$ cat src/rtl/chip8_pkg.sv
// Shared types and constants for the CHIP-8 memory controller slice.
package chip8_pkg;

  typedef enum logic [1:0] {MC_FONT, MC_LOAD, MC_RUN} mc_state_t;

  localparam int unsigned FONT_BYTES = 80;
  localparam logic [11:0] ROM_BASE = 12'h200;

  // Sixteen 5-byte glyphs, digits 0..F in order.
  localparam logic [7:0] FONT_ROM [0:FONT_BYTES-1] = '{
    8'hF0, 8'h90, 8'h90, 8'h90, 8'hF0,  8'h20, 8'h60, 8'h20, 8'h20, 8'h70,
    8'hF0, 8'h10, 8'hF0, 8'h80, 8'hF0,  8'hF0, 8'h10, 8'hF0, 8'h10, 8'hF0,
    8'h90, 8'h90, 8'hF0, 8'h10, 8'h10,  8'hF0, 8'h80, 8'hF0, 8'h10, 8'hF0,
    8'hF0, 8'h80, 8'hF0, 8'h90, 8'hF0,  8'hF0, 8'h10, 8'h20, 8'h40, 8'h40,
    8'hF0, 8'h90, 8'hF0, 8'h90, 8'hF0,  8'hF0, 8'h90, 8'hF0, 8'h10, 8'hF0,
    8'hF0, 8'h90, 8'hF0, 8'h90, 8'h90,  8'hE0, 8'h90, 8'hE0, 8'h90, 8'hE0,
    8'hF0, 8'h80, 8'h80, 8'h80, 8'hF0,  8'hE0, 8'h90, 8'h90, 8'h90, 8'hE0,
    8'hF0, 8'h80, 8'hF0, 8'h80, 8'hF0,  8'hF0, 8'h80, 8'hF0, 8'h80, 8'h80
  };

endpackage

$ cat src/rtl/chip8_rr_arb2.sv
// Two-way round-robin arbiter; bit 0 = CPU, bit 1 = sprite fetcher.
module chip8_rr_arb2 (
  input  logic       clk,
  input  logic       rst,
  input  logic       en,
  input  logic [1:0] req,
  output logic [1:0] gnt
);

  // Starts as if requester 1 was served last, so the first tie goes to requester 0.
  logic last_gnt1;

  always_comb begin
    gnt = '0;
    if (en) begin
      if (req == 2'b11) gnt = last_gnt1 ? 2'b01 : 2'b10;
      else              gnt = req;
    end
  end

  always_ff @(posedge clk or posedge rst) begin
    if (rst)       last_gnt1 <= 1'b1;
    else if (|gnt) last_gnt1 <= gnt[1];
  end

endmodule

$ cat src/rtl/chip8_mem_ctrl.sv
// CHIP-8 RAM sequencer: font copy after reset, ROM load, then CPU/sprite arbitration.
module chip8_mem_ctrl #(
  parameter int unsigned        ADDR_W    = 12,
  parameter logic [ADDR_W-1:0] FONT_BASE = '0,
  parameter logic [ADDR_W-1:0] ROM_BASE  = ADDR_W'(chip8_pkg::ROM_BASE)
) (
  input  logic              clk_in,
  input  logic              rst_in,
  input  logic              ld_valid,
  output logic              ld_ready,
  input  logic [ADDR_W-1:0] ld_addr,
  input  logic [7:0]        ld_data,
  input  logic              ld_done,
  input  logic              cpu_valid,
  output logic              cpu_ready,
  input  logic              cpu_we,
  input  logic [ADDR_W-1:0] cpu_addr,
  input  logic [7:0]        cpu_wdata,
  output logic              cpu_rvalid,
  output logic [7:0]        cpu_rdata,
  input  logic              gfx_valid,
  output logic              gfx_ready,
  input  logic [ADDR_W-1:0] gfx_addr,
  output logic              gfx_rvalid,
  output logic [7:0]        gfx_rdata,
  output logic              mem_en,
  output logic              mem_we,
  output logic [ADDR_W-1:0] mem_addr,
  output logic [7:0]        mem_wdata,
  input  logic [7:0]        mem_rdata,
  output logic              booted,
  output logic              ld_err
);

  import chip8_pkg::*;

  localparam logic [6:0] FONT_LAST = 7'(FONT_BYTES - 1);

  mc_state_t  state_q, state_d;
  logic [6:0] font_idx;
  logic       font_arm;
  logic [1:0] gnt;
  logic       rd_pend, rd_gfx;
  logic [7:0] cpu_rdata_q, gfx_rdata_q;

  chip8_rr_arb2 u_arb (
    .clk (clk_in),
    .rst (rst_in),
    .en  (state_q == MC_RUN),
    .req ({gfx_valid, cpu_valid}),
    .gnt (gnt)
  );

  // font_arm holds off the first font write until the cycle after reset release,
  // keeping every output low while reset is asserted without a combinational reset path.
  always_comb begin
    state_d   = state_q;
    ld_ready  = 1'b0;
    mem_en    = 1'b0;
    mem_we    = 1'b0;
    mem_addr  = '0;
    mem_wdata = '0;
    unique case (state_q)
      MC_FONT: begin
        if (font_arm) begin
          mem_en    = 1'b1;
          mem_we    = 1'b1;
          mem_addr  = FONT_BASE + ADDR_W'(font_idx);
          mem_wdata = FONT_ROM[font_idx];
          if (font_idx == FONT_LAST) state_d = MC_LOAD;
        end
      end
      MC_LOAD: begin
        ld_ready = 1'b1;
        if (ld_valid) begin
          if (ld_addr >= ROM_BASE) begin
            mem_en    = 1'b1;
            mem_we    = 1'b1;
            mem_addr  = ld_addr;
            mem_wdata = ld_data;
          end
        end else if (ld_done) begin
          state_d = MC_RUN;
        end
      end
      MC_RUN: begin
        if (gnt[0]) begin
          mem_en    = 1'b1;
          mem_we    = cpu_we;
          mem_addr  = cpu_addr;
          mem_wdata = cpu_wdata;
        end else if (gnt[1]) begin
          mem_en   = 1'b1;
          mem_addr = gfx_addr;
        end
      end
      default: state_d = MC_FONT;
    endcase
  end

  always_ff @(posedge clk_in or posedge rst_in) begin
    if (rst_in) begin
      state_q     <= MC_FONT;
      font_idx    <= '0;
      font_arm    <= 1'b0;
      ld_err      <= 1'b0;
      rd_pend     <= 1'b0;
      rd_gfx      <= 1'b0;
      cpu_rdata_q <= '0;
      gfx_rdata_q <= '0;
    end else begin
      state_q  <= state_d;
      font_arm <= 1'b1;
      if (state_q == MC_FONT && font_arm) font_idx <= font_idx + 7'd1;
      if (state_q == MC_LOAD && ld_valid && ld_addr < ROM_BASE) ld_err <= 1'b1;
      rd_pend <= (gnt[0] & ~cpu_we) | gnt[1];
      rd_gfx  <= gnt[1];
      if (cpu_rvalid) cpu_rdata_q <= mem_rdata;
      if (gfx_rvalid) gfx_rdata_q <= mem_rdata;
    end
  end

  // Read data arrives from the RAM the cycle after the grant; the tag steers it.
  assign cpu_rvalid = rd_pend & ~rd_gfx;
  assign gfx_rvalid = rd_pend & rd_gfx;
  assign cpu_rdata  = cpu_rvalid ? mem_rdata : cpu_rdata_q;
  assign gfx_rdata  = gfx_rvalid ? mem_rdata : gfx_rdata_q;
  assign cpu_ready  = gnt[0];
  assign gfx_ready  = gnt[1];
  assign booted     = (state_q == MC_RUN);

endmodule

$ cat config.mk
export PLATFORM = sky130hd
export DESIGN_NAME = chip8_mem_ctrl
export DESIGN_NICKNAME = d
export VERILOG_FILES = /design/src/rtl/chip8_pkg.sv /design/src/rtl/chip8_rr_arb2.sv /design/src/rtl/chip8_mem_ctrl.sv
export SDC_FILE = /design/constraint.sdc
export NUM_CORES = 1
export LEC_CHECK = 0
export ABC_AREA = 1
export CELL_PAD_IN_SITES_DETAIL_PLACEMENT = 0
export CELL_PAD_IN_SITES_GLOBAL_PLACEMENT = 1
export CORE_MARGIN = 2
export CORE_UTILIZATION = 29
export DETAILED_ROUTE_END_ITERATION = 10
export PLACE_DENSITY_LB_ADDON = 0.1
export SETUP_SLACK_MARGIN = 0.2
export SLEW_MARGIN = 20
export SYNTH_ARGS = -nofsm -noshare
export SYNTH_HDL_FRONTEND = slang
export SYNTH_HIERARCHICAL = 1
export SYNTH_SLANG_ARGS = --single-unit
$ cat constraint.sdc
create_clock -name clk_in -period 3.7 [get_ports clk_in]
set_clock_uncertainty 0.05 [all_clocks]
set_input_delay 0.37 -clock clk_in [delete_from_list [all_inputs] [get_ports clk_in]]
set_output_delay 0.37 -clock clk_in [all_outputs]
set_load 0.005 [all_outputs]
### Yosys cells after proc, flatten, opt, wreduce, memory -nomap -nowiden

Memory sizes are Yosys's and may differ from the RTL's.
Index checks and enable logic that the tools add are counted.

| word-level totals | value |
|---|---|
| memories | 1 |
| ROM bits | 1024 |
| register bits | 30 |
| input port bits | 67 |
| output and inout port bits | 45 |

| operators by class | value |
|---|---|
| order comparisons | 3 |
| eq/ne operators | 8 |
| bitwise gates (word level) | 8 |
| reduce and logical (&&, ||, !) cells | 6 |
| add/subtract/negate cells | 1 |
| multiplexer cells | 32 |

Memory list:

| name | words | bits a word | rd ports | clocked after Yosys merged registers in | write ports | line | RTL |
|---|---|---|---|---|---|---|---|
| (name not given) | 128 | 8 | 1 | 0 | 0 | chip8_mem_ctrl.sv:69 | `mem_wdata = FONT_ROM[font_idx];` |

Operator list:

| cell | count |
|---|---|
| $mux W8 | 8 |
| $mux W12 | 4 |
| $pmux W12 S3 | 1 |
| $pmux W8 S3 | 1 |
| $mux W2 | 7 |
| $ge A12 B10 Y1 const B | 1 |
| $lt A12 B10 Y1 const B | 1 |
| $ge A8 B8 Y1 const B | 1 |
| $ne A2 B2 Y1 const B | 4 |
| $not A7 Y8 | 1 |
| $add A7 B1 Y7 const B | 1 |
| $eq A7 B7 Y1 const B | 1 |
| $mux W1 | 7 |
| $mux W7 | 1 |
| $pmux W1 S3 | 2 |
| $pmux W2 S3 | 1 |
| $reduce_and A5 Y1 | 1 |
| $eq A2 B2 Y1 const B | 2 |
| $and A1 B1 Y1 | 3 |
| $logic_and A1 B1 Y1 | 3 |
| $not A1 Y1 | 3 |
| $eq A2 B1 Y1 const B | 1 |
| $logic_not A2 Y1 | 1 |
| $reduce_or A2 Y1 | 1 |
| $or A1 B1 Y1 | 1 |

### Depth between registers and ports, before layout

| depth | value |
|---|---|
| depth after elaboration | 6 |
| gate-level depth with buffers | 14 |

### Modules after synthesis

Netlist, hierarchy kept.

Modules (own cells, without submodules):

| module | area an instance (µm²) | cells each | sequential area each (µm²) | instances |
|---|---|---|---|---|
| chip8_mem_ctrl | 2103.3 | 301 | 725.7 | 1 |
| chip8_rr_arb2 | 68.8 | 12 | 26.3 | 1 |

### Least setup slack after synthesis

Ideal clock, no wire load.

| timing path | value |
|---|---|
| kind | reg-to-output |
| start point | register state_q[0] |
| end point | output mem_wdata[5] |
| stages on the path, launching flop included | 10 |
| setup slack | 1.696 ns |
| arrival time | 1.584 ns |
| data required time | 3.280 ns |
| path through | dfrtp_1 > nor2_2 > nand2_1 > a21oi_1 > buf_2 > nand2_1 > inv_2 > buf_2 > a22oi_1 > nand2_1 |

| on the way | value |
|---|---|
| word-level cells in the longest chain between the ends | 4 |

Ends and longest elaborated chain:

| what | line | RTL |
|---|---|---|
| start: declaration | chip8_mem_ctrl.sv:39 | `mc_state_t state_q, state_d;` |
| start signal: assignment | chip8_mem_ctrl.sv:112 | `state_q <= state_d;` |
| $eq A2 B2 Y1 | - |  |
| net booted | chip8_mem_ctrl.sv:31 | `output logic booted,` |
| $mux W2 | chip8_rr_arb2.sv:15 | `if (en) begin` |
| net cpu_ready | chip8_mem_ctrl.sv:15 | `output logic cpu_ready,` |
| $mux W8 | chip8_mem_ctrl.sv:87 | `if (gnt[0]) begin` |
| $pmux W8 S3 | chip8_mem_ctrl.sv:63 | `unique case (state_q)` |
| end: declaration | chip8_mem_ctrl.sv:29 | `output logic [7:0] mem_wdata,` |

The timed path passes the listed nets, and every way through them passes these cells.

### Final worst setup path

| timing path | value |
|---|---|
| start point | register font_idx[0] |
| end point | output mem_wdata[6] |

| on the way | value |
|---|---|
| word-level cells in the longest chain between the ends | 6 |

Ends and longest elaborated chain:

| what | line | RTL |
|---|---|---|
| start: declaration | chip8_mem_ctrl.sv:40 | `logic [6:0] font_idx;` |
| start signal: assignment | chip8_mem_ctrl.sv:114 | `if (state_q == MC_FONT && font_arm) font_idx <= font_idx + 7'd1;` |
| $not A7 Y8 (not written as such) | chip8_mem_ctrl.sv:69 |  |
| $mem_v2 Z128 W8 | - |  |
| $mux W8 (not written as such) (2 in a row) | chip8_mem_ctrl.sv:69 |  |
| $mux W8 | chip8_mem_ctrl.sv:65 | `if (font_arm) begin` |
| $pmux W8 S3 | chip8_mem_ctrl.sv:63 |  |

No other way between the ends. The select of a mux whose other input is x is not followed.

==> out/metrics.yaml <==
status: "finished, final reports clean"
hpwl_um: 5500
relSlewSlack: 0.546
gr-total-overflow: 0
insertion_delay_ns: 0.28
die_h_um: 90.5
period_share: 0.805
wl_met2_um: 3180
ir_drop_v: 0.000154
grt_start_max_net_pins: 22
yosysSeqAreaShare: 0.346
portBuffers: 111
clk_pin_slew_ns: 0.06
synth_fp_nets: 388
drtAntennaViolNets: 0
num_io_pins: 112
place.detailed.instances: 513
wl_um: 6900
htreeDepth: 2
cts_inserted_buffers: 5
grt_pass1_vias: 2503
cp_slowest_cell: "dfrtp_1"
post_cts_resized: 0
final_cell_area_um2: 3440
ys_ff_latch: 30
fp.coreArea_um2: 7250
post-route-min-period_ns: 2.98
cp_common_cell: "nand2_1"
crit_required_ns: 3.28
cellLeakagePower_nw: 1.59
max_stage_delay_ns: 0.53
area_delta_synth_final_pct: 58.3
worstPathArrival_ns: 2.56
dp_slack_ns: 0.925
clockBufferDepth: 2
crit_fanout: 8
hold_viol: 0
first_pass_iters: 4
antenna_found_initial: 0
avgSynthCellArea_um2: 6.94
vias: 2414
drt-met1-wl_um: 3050
setup_tns_ns: 0
die-area_um2: 8200
path_delay_family: "buffers and inverters"
clkSinkCount: 30
timing.final.ws_setup_ns: 0.721
syn_inst: 313
fp.dieW_um: 90.5
postCtsHoldBufs: 0
cts-root-buf: "clkbuf_8"
start_util: 0.299
final_common_cell: "clkdlybuf4s50_1"
post_cts_buffers: 0
drive_above_1_share: 0.0569
rrSetupSlack_ns: 2.07
drc_errors: 0
worstPathCellList: "inv_1 -> ha_1 -> inv_1 -> nand2_1 -> nand3_1 -> nand3_1 -> nand2_1 -> nand2_1 -> nand2_1 -> nand2_1 -> nand2_1 -> nand2_1 -> clkdlybuf4s50_1"
gr-usage-all-layers: 0.173
stdcell_count: 521
grt_pass1_wl_um: 11700
slew_violations: 0
hold_path.class: "primary input to asynchronous set/reset pin"
cp-end-kind: "output pin"
cts_tree: "yes"
final_cell_mix: "clkdlybuf4s50_1, nand2_1, inv_1"
antenna_cells: 0
drtIter0Drc: 58
post_drt_wl_per_cell_um: 13.2
setup_violations: 0
fmax_mhz: 336
rows: 31
hold_slack_ns: 0.360
routed.top_layer: "met4"
maxCapViolCount: 0
crit_type: "register to output pin"
worst-path-buf-inv: 3
placedInstanceArea_um2: 3350
powerDensity_nw_per_um2: 430
cp-start-kind: "register"
wl_met3_um: 597
vias_per_cell: 4.63
gp_congestion: 0.859
yosysWarnings: 6
syn_area_um2: 2170
rsz0062_at_grt: "no"
final_nets: 496
ys_types: 32
tightest_slew_ns: 0.681
-- power breakdown --
part           switching (W)  internal, W
clock network       0.000116     0.000151
registers           0.000109     0.000360
logic               0.000407     0.000335
-- synthesized netlist by cell type, drive strengths merged --
cell type	number	share of area
nand2	105	0.18
a21oi	4	0.0092
o21ai	38	0.089
o211ai	4	0.014
conb	1	0.0017
nor3	1	0.0046
a22oi	9	0.031
dfstp	1	0.012
dfrtp	29	0.33
a31oi	2	0.0058
inv	48	0.084
o2111ai	5	0.020
a21o	1	0.0035
buf	10	0.031
xor2	5	0.020
nor2	12	0.028
o31ai	1	0.0035
nand3	20	0.052
a22o	4	0.016
clkbuf	2	0.0035
nand4	3	0.0086
ha	8	0.046
-- path summary, 6_finish.rpt --
path,start,end,cells past startpoint
worst max-delay path,font_idx[0]$_DFFE_PP0P_,mem_wdata[6],13
worst min-delay path,rst_in,u_arb/last_gnt1$_DFFE_PP1P_,2
worst max register to register,font_idx[2]$_DFFE_PP0P_,font_idx[6]$_DFFE_PP0P_,4
worst min register to register,ld_err$_DFFE_PP0P_,ld_err$_DFFE_PP0P_,1
max in group asynchronous,rst_in,gfx_rdata_q[2]$_DFF_PP0_,3
min in group clk_in,ld_err$_DFFE_PP0P_,ld_err$_DFFE_PP0P_,1
-- flip-flops by register name, summed over array words and instances, names as in the netlist --
register / count
u_arb/last_gnt1: 1
font_arm: 1
rd_gfx: 1
ld_err: 1
cpu_rdata_q: 8
gfx_rdata_q: 8
rd_pend: 1
state_q: 2
font_idx: 7
-- layout make-up --
type	count	area, um2
fill	751	3810
timing repair buffer	113	1130
multi-input combinational	223	1160
inverter	48	183
clock buffer	8	90.1
tap	99	124
sequential	30	752
-- logic make-up after synthesis --
| family | count (synthesis) | synth area share |
|---|---|---|
| simple gates | 141 | 0.275 |
| fa+ha+maj | 8 | 0.0461 |
| buf+inv | 60 | 0.118 |
| compound gates | 68 | 0.192 |
| flops | 30 | 0.346 |
| xor+xnor | 5 | 0.0202 |
| other cells | 1 | 0.00173 |
-- stage by stage --
stage	total power [W]	utilization
2_1_floorplan	0.000938	-
3_3_place_gp	0.00123	0.462
3_5_place_dp	0.00122	0.462
4_1_cts	0.00149	0.474
5_1_grt	0.00163	0.474
6_report	0.00148	0.474
-- layer usage --
metal  global-route usage  up-vias
met4               0.0423        0
met2                0.280       97
met1                0.223     1081
li1                     -     1228
met3               0.0568        8
met5                    0        -
Note: power is estimated with default switching activity, not from simulation.
